[config.mk]
export PLATFORM = sky130hd
export DESIGN_NAME = mapu_arb
export DESIGN_NICKNAME = d
export VERILOG_FILES = /design/src/rtl/mapu_arb.sv
export SDC_FILE = /design/constraint.sdc
export NUM_CORES = 1
export LEC_CHECK = 0
export ABC_AREA = 0
export BUFFER_PORTS_ARGS = -buffer_cell sky130_fd_sc_hd__buf_4
export CELL_PAD_IN_SITES_DETAIL_PLACEMENT = 0
export CELL_PAD_IN_SITES_GLOBAL_PLACEMENT = 2
export CORE_AREA = 2 2 198 200
export DETAILED_ROUTE_END_ITERATION = 12
export DIE_AREA = 0 0 200 202
export PLACE_DENSITY = 0.65
export SLEW_MARGIN = 10
export SYNTH_ARGS = -nofsm -noshare
export SYNTH_HDL_FRONTEND = slang
export SYNTH_SLANG_ARGS = --single-unit
export TNS_END_PERCENT = 50
[constraint.sdc]
create_clock -name clk -period 2 [get_ports clk]
set_clock_uncertainty 0.2 [all_clocks]
set_input_delay 0.1 -clock clk [delete_from_list [all_inputs] [get_ports clk]]
set_output_delay 0.1 -clock clk [all_outputs]
set_load 0.005 [all_outputs]
[src/rtl/mapu_arb.sv]
// rtl/mapu_arb.sv - round-robin arbiter and job sequencer sharing one mapu between two requesters
module mapu_arb #(
  parameter int DATA_WIDTH = 32,
  parameter int OP_WIDTH   = 3,
  parameter int BEATS_IN   = 2
) (
  input  logic                    clk,
  input  logic                    reset_n,
  input  logic [1:0]              req_vld,
  input  logic [2*OP_WIDTH-1:0]   req_op,
  input  logic [2*DATA_WIDTH-1:0] req_r0,
  input  logic [2*DATA_WIDTH-1:0] req_r1,
  input  logic [2*DATA_WIDTH-1:0] req_r2,
  output logic [1:0]              req_rdy,
  output logic [1:0]              rsp_vld,
  output logic [DATA_WIDTH-1:0]   rsp_r0,
  output logic [DATA_WIDTH-1:0]   rsp_r1,
  output logic [DATA_WIDTH-1:0]   rsp_r2,
  output logic                    rsp_of,
  input  logic [1:0]              rsp_rdy,
  output logic                    m_en,
  output logic [OP_WIDTH-1:0]     m_op,
  output logic                    m_vld,
  output logic [DATA_WIDTH-1:0]   m_r0,
  output logic [DATA_WIDTH-1:0]   m_r1,
  output logic [DATA_WIDTH-1:0]   m_r2,
  input  logic                    m_rdy,
  input  logic                    m_o_vld,
  input  logic [DATA_WIDTH-1:0]   m_o_r0,
  input  logic [DATA_WIDTH-1:0]   m_o_r1,
  input  logic [DATA_WIDTH-1:0]   m_o_r2,
  input  logic                    m_of,
  output logic                    m_o_rdy,
  output logic [1:0]              of_sticky,
  input  logic [1:0]              of_clr,
  output logic                    busy
);

  typedef enum logic [1:0] {IDLE, FEED, DRAIN} state_t;

  localparam logic [3:0] LAST_BEAT = 4'(BEATS_IN - 1);

  state_t                r_state;
  state_t                w_next;
  logic                  r_grant;
  logic                  r_last_grant;
  logic [3:0]            r_beat_cnt;
  logic [OP_WIDTH-1:0]   r_op;
  logic [1:0]            r_of_sticky;
  logic                  w_grant_sel;
  logic [OP_WIDTH-1:0]   w_grant_op;
  logic                  w_feed_hs;
  logic                  w_drain_hs;

  // On a tie the requester that did not go last wins.
  assign w_grant_sel = (req_vld == 2'b11) ? ~r_last_grant : req_vld[1];
  assign w_grant_op  = w_grant_sel ? req_op[OP_WIDTH +: OP_WIDTH] : req_op[0 +: OP_WIDTH];
  assign w_feed_hs   = (r_state == FEED) & req_vld[r_grant] & m_rdy;
  assign w_drain_hs  = (r_state == DRAIN) & m_o_vld & rsp_rdy[r_grant];

  always_ff @(posedge clk or negedge reset_n) begin
    if (!reset_n) begin
      r_state      <= IDLE;
      r_grant      <= 1'b0;
      r_last_grant <= 1'b1;
      r_beat_cnt   <= 4'd0;
      r_op         <= '0;
    end else begin
      r_state <= w_next;
      if (r_state == IDLE && |req_vld) begin
        r_grant <= w_grant_sel;
        r_op    <= w_grant_op;
      end
      if (w_feed_hs) begin
        r_beat_cnt <= (r_beat_cnt == LAST_BEAT) ? 4'd0 : r_beat_cnt + 4'd1;
      end
      if (w_drain_hs) begin
        r_last_grant <= r_grant;
      end
    end
  end

  // A set from the result handshake takes priority over a coincident clear.
  always_ff @(posedge clk or negedge reset_n) begin
    if (!reset_n) begin
      r_of_sticky <= 2'b00;
    end else begin
      for (int n = 0; n < 2; n++) begin
        if (w_drain_hs && m_of && (r_grant == n[0])) begin
          r_of_sticky[n] <= 1'b1;
        end else if (of_clr[n]) begin
          r_of_sticky[n] <= 1'b0;
        end
      end
    end
  end

  always_comb begin
    w_next  = r_state;
    req_rdy = 2'b00;
    rsp_vld = 2'b00;
    m_vld   = 1'b0;
    m_o_rdy = 1'b0;
    m_r0    = '0;
    m_r1    = '0;
    m_r2    = '0;
    case (r_state)
      IDLE: begin
        if (|req_vld) w_next = FEED;
      end
      FEED: begin
        m_vld            = req_vld[r_grant];
        m_r0             = r_grant ? req_r0[DATA_WIDTH +: DATA_WIDTH] : req_r0[0 +: DATA_WIDTH];
        m_r1             = r_grant ? req_r1[DATA_WIDTH +: DATA_WIDTH] : req_r1[0 +: DATA_WIDTH];
        m_r2             = r_grant ? req_r2[DATA_WIDTH +: DATA_WIDTH] : req_r2[0 +: DATA_WIDTH];
        req_rdy[r_grant] = m_rdy;
        if (w_feed_hs && r_beat_cnt == LAST_BEAT) w_next = DRAIN;
      end
      DRAIN: begin
        rsp_vld[r_grant] = m_o_vld;
        m_o_rdy          = rsp_rdy[r_grant];
        if (w_drain_hs) w_next = IDLE;
      end
      default: w_next = IDLE;
    endcase
  end

  assign rsp_r0    = m_o_r0;
  assign rsp_r1    = m_o_r1;
  assign rsp_r2    = m_o_r2;
  assign rsp_of    = m_of;
  assign m_op      = r_op;
  assign m_en      = (r_state != IDLE);
  assign busy      = (r_state != IDLE);
  assign of_sticky = r_of_sticky;

endmodule

Word level (Yosys, flattened, before mapping)

Cells that the tools add are included.
W data, S select, Z words.

Register bits: 13
Input bits: 305
Output and inout port bits: 206

Multiplexer cells: 27
Bitwise gates (word level): 8
Add/sub/neg operators: 1
$lt $le $gt $ge: 2
Equality and inequality tests: 7
Reductions and logical operators: 12

Operators with widths:

| operator              | number |
|---|---|
| $mux W32              | 6 |
| $mux W1               | 12 |
| $mux W2               | 5 |
| $logic_and A1 B1 Y1   | 6 |
| $pmux W2 S3           | 1 |
| $reduce_bool A2 Y1    | 3 |
| $add A4 B1 Y4 const B | 1 |
| $and A1 B1 Y1         | 4 |
| $and A2 B2 Y2         | 2 |
| $eq A2 B2 Y1 const B  | 2 |
| $eq A4 B1 Y1 const B  | 1 |
| $mux W4               | 1 |
| $ne A2 B1 Y1 const B  | 2 |
| $mux W3               | 1 |
| $reduce_and A3 Y1     | 1 |
| $eq A2 B1 Y1 const B  | 1 |
| $logic_not A2 Y1      | 1 |
| $lt A1 B2 Y1 const B  | 1 |
| $ne A2 B2 Y1 const B  | 1 |
| $not A1 Y1            | 2 |
| $reduce_or A2 Y1      | 1 |
| $demux W1 S1          | 1 |
| $ge A1 B1 Y1 const B  | 1 |

Depth between registers and ports, before layout

Word-level depth: 7
Mapped depth: 5

Least setup slack after synthesis

Ideal clock, no wire load.

Path type: flip-flop to flip-flop
Start point: register r_last_grant
End point: register r_op[0] (netlist: m_op[0])
Arrival time: 1.214 ns
Required time: 1.675 ns
Cell stages (with the launch flop): 4
Path buffers: 0
Setup slack: 0.462 ns
Cell sequence: dfstp_2 a21boi_1 mux2_2 mux2_2

Cells in the longest elaborated chain, start to end: 3

Ends and longest elaborated chain:

| element                | RTL line | text |
|---|---|---|
| start, declared        | 46       | `logic r_last_grant;` |
| start signal, assigned | 78       | `r_last_grant <= r_grant;` |
| $not A1 Y1             | 56       | `assign w_grant_sel = (req_vld == 2'b11) ? ~r_last_grant : req_vld[1];` |
| $mux W1                | 56       |  |
| $mux W3                | 57       | `assign w_grant_op = w_grant_sel ? req_op[OP_WIDTH +: OP_WIDTH] : req_op[0 +: OP_WIDTH];` |
| end signal, assigned   | 72       | `r_op <= w_grant_op;` |
| end, declared          | 48       | `logic [OP_WIDTH-1:0] r_op;` |

No other way between the ends.
A chain may end at the register's enable or synchronous reset.

Worst setup path after layout

Start point: register r_grant
End point: output port m_r0[3]

Cells in the longest elaborated chain, start to end: 2

Ends and longest elaborated chain:

| element                | RTL line | text |
|---|---|---|
| start, declared        | 45       | `logic r_grant;` |
| start signal, assigned | 71       | `r_grant <= w_grant_sel;` |
| $mux W32               | 113      | `m_r0 = r_grant ? req_r0[DATA_WIDTH +: DATA_WIDTH] : req_r0[0 +: DATA_WIDTH];` |
| $mux W32               | 107      | `case (r_state)` |
| end, declared          | 24       | `output logic [DATA_WIDTH-1:0] m_r0,` |

No other way between the ends.

==> results.yml <==
global_route:
  grtUsageTotal_pct: 5.97
  grt_pass1_wl_um: 18600
  antenna_found_initial: 1
  gr-total-overflow: 0
  grt_max_degree: 58
  grt_pass1_vias: 3456
cells_and_area:
  antennaDiodeCount: 0
  nets: 894
  area_growth_pct: 88.8
  fin_cells: 1106
  final_common_cell: "buf_4"
  final_cell_mix: "324 x buf_4, 104 x nor2_1, 95 x mux2i_1, 11 x dfrtp_1, 8 x mux2_2"
  stdcell_area_mm2: 0.00529
  drive_gt1_share_pct: 58.7
worst_setup_path:
  crit_path_start_kind: "flip-flop"
  path_cells: "buf_12, buf_4, mux2i_2, nor2_1, buf_4"
  critPathBufInv: 3
  worstPathMaxFanout: 17
  critPathKind: "reg2out"
  cp_data_arrival_time_ns: 1.62
  critPathMaxStageDelay_ns: 0.47
  cpLargestDelayFamily: "buffers and inverters"
  slowest_stage: "dfrtp_4"
  r2r_slack_ns: 0.34
  path_common_cell: "buf_4"
  critical_path_required_ns: 1.70
  critPathCaptureType: "output port"
timing:
  hold_viol: 0
  finalSetupViolCount: 0
  rsz0062_at_grt: "yes"
  fin_crit_sh_pct: 96.0
  max_slew.worst_pin.slew_ns: 0.570
  max_slew_margin_pct: 61.6
  finalMaxSlewViolations: 0
  fin_crit_ns: 1.92
  fmax_mhz: 521
synthesis:
  syn_nets: 677
  yosysTopAreaCellShare_pct: 34.7
  ys_seq_area_share_pct: 11.7
  yosys_warnings: 0
  syn_area_per_cell_um2: 7.53
  synth_seq_cells: 13
  synth_edf_count: 0
  synth_area_leaders: "mux2i_1 35%, buf_4 26%, nor2_1 14%"
  yosysTopAreaCell: "mux2i_1"
  synthArstFlopShare_pct: 100
  mappedNetlistArea_mm2: 0.00280
  ys_types: 26
  netlist_instances: 372
  synthFlopType: "dfrtp_1"
routing:
  via_count: 3327
  drt_iter0_drc: 48
  route.detailed.drc: 0
  ant_nets: 0
  avgViaCountPerCell: 3.01
  dr.pass1.iters: 4
  drt-total-wl_um: 13900
  wl_per_cell_um: 12.6
clock_tree:
  clk_path_buf_depth: 2
  clock_latency_ns: 0.24
  cts-root-buf: "clkbuf_16"
  path_clk_slew_ns: 0.05
  cts_setup_buffers: 0
  cts_buffers: 3
  cts.sinks: 13
  cts_htree_levels: 1
  cts_tree: "built"
floorplanning:
  coreArea_mm2: 0.0383
  start_util_pct: 7.32
  ioPinCount: 511
  die-area_mm2: 0.0404
  fp-row-count: 72
  die_x_um: 200
  die_h_um: 202
hold_path:
  min_path_type: "in2out"
placement:
  place.gp.congestion: 0.686
  dpl_cell_area_mm2: 0.00513
  numPortBuffers: 318
  placedCellCount: 1097
  dpl.hpwl_um: 11900
pwr:
  power_density_mw_per_mm2: 1060
  power.ir.vdd_worst_uv: 392
  p_leak_nw: 2.70
run:
  maxCapViolCount: 0
run_status:
  status: "finished clean"
-- worst register-to-register path, stage by stage, from the launching register on --
cell and delay, ns:
dfstp_2 0.36, a21boi_1 0.34, mux2_2 0.38, mux2_2 0.26
-- report_power, final --
group,internal [mW],leakage [nW],switching [mW]
logic,2.65,2.49,2.16
clock network,0.268,0.0382,0.105
registers,0.354,0.163,0.0738
-- final timing paths --
kind | from | endpoint | cells after the start
hold / removal | m_o_r0[25] | rsp_r0[25] | 0
max in group asynchronous | reset_n | r_last_grant$_DFFE_PN1P_ | 2
hold reg to reg | r_beat_cnt[3]$_DFFE_PN0P_ | r_beat_cnt[3]$_DFFE_PN0P_ | 1
setup reg to reg | r_last_grant$_DFFE_PN1P_ | m_op[1]$_DFFE_PN0P_ | 3
min in group asynchronous | reset_n | r_beat_cnt[0]$_DFFE_PN0P_ | 2
setup / recovery | r_grant$_DFFE_PN0P_ | m_r0[3] | 5
-- layout make-up --
| cell class | count | area (um2) |
|---|---|---|
| fill | 4419 | 33000 |
| timing repair buffer | 333 | 2580 |
| multi-input combinational | 233 | 1630 |
| tap | 518 | 648 |
| sequential | 13 | 330 |
| clock buffer | 4 | 78.8 |
| inverter | 5 | 18.8 |
-- state kept, by name, summed over array words and instances, names as in the netlist --
signal and count:
of_sticky 2, r_grant 1, r_state 2, r_beat_cnt 4
r_last_grant 1, m_op 3
-- per-layer routing --
metal	vias up	share of wire (%)	track usage, %
li1	1558	-	-
met1	1444	33	5.47
met2	265	48	11.3
met3	58	15	2.57
met4	2	4.3	2.65
met5	-	0.094	0
-- synthesized netlist by cell type (2+ instances only) --
cell type and instances:
nand2_1 3, nor2_1 104, inv_1 5, xor2_1 3, dfrtp_1 12, mux2i_1 97
o21ai_0 3, buf_4 98, buf_2 16, clkbuf_1 7, mux2_2 8, o32ai_1 2
-- metrics by stage --
stage                     util (%)  setup slack [ns]  power (mW)  TNS (ns)  hold slack, ns
after CTS                     13.7            0.0359        5.64         0       0.0000346
after floorplan                  -             0.462        2.84         0          -0.396
after global placement        13.4             0.303        5.30         0          -0.242
after detailed placement      13.4             0.301        5.24         0          -0.243
after global routing          13.8           -0.0182        6.16   -0.0184      0.00000845
final                         13.8            0.0798        5.62         0      0.00000166
-- cell families (layout without fill, tap and decap cells) --
logic type	after synthesis	count (layout)	share of synthesized area, %
flops	13	13	11.7
mux	105	105	37.9
xor+xnor	3	3	0.938
compound gates	8	8	2.01
buf+inv	126	342	30.7
simple gates	117	117	16.8
-- what timing repair did --
action                                  in CTS  in global routing
hold buffers                                 4                  0
endpoints found under the setup margin       0                  6
hold endpoints to repair                    15                  0
gates resized for setup                      0                  3
No activity file was read; power rests on OpenSTA's default activity.
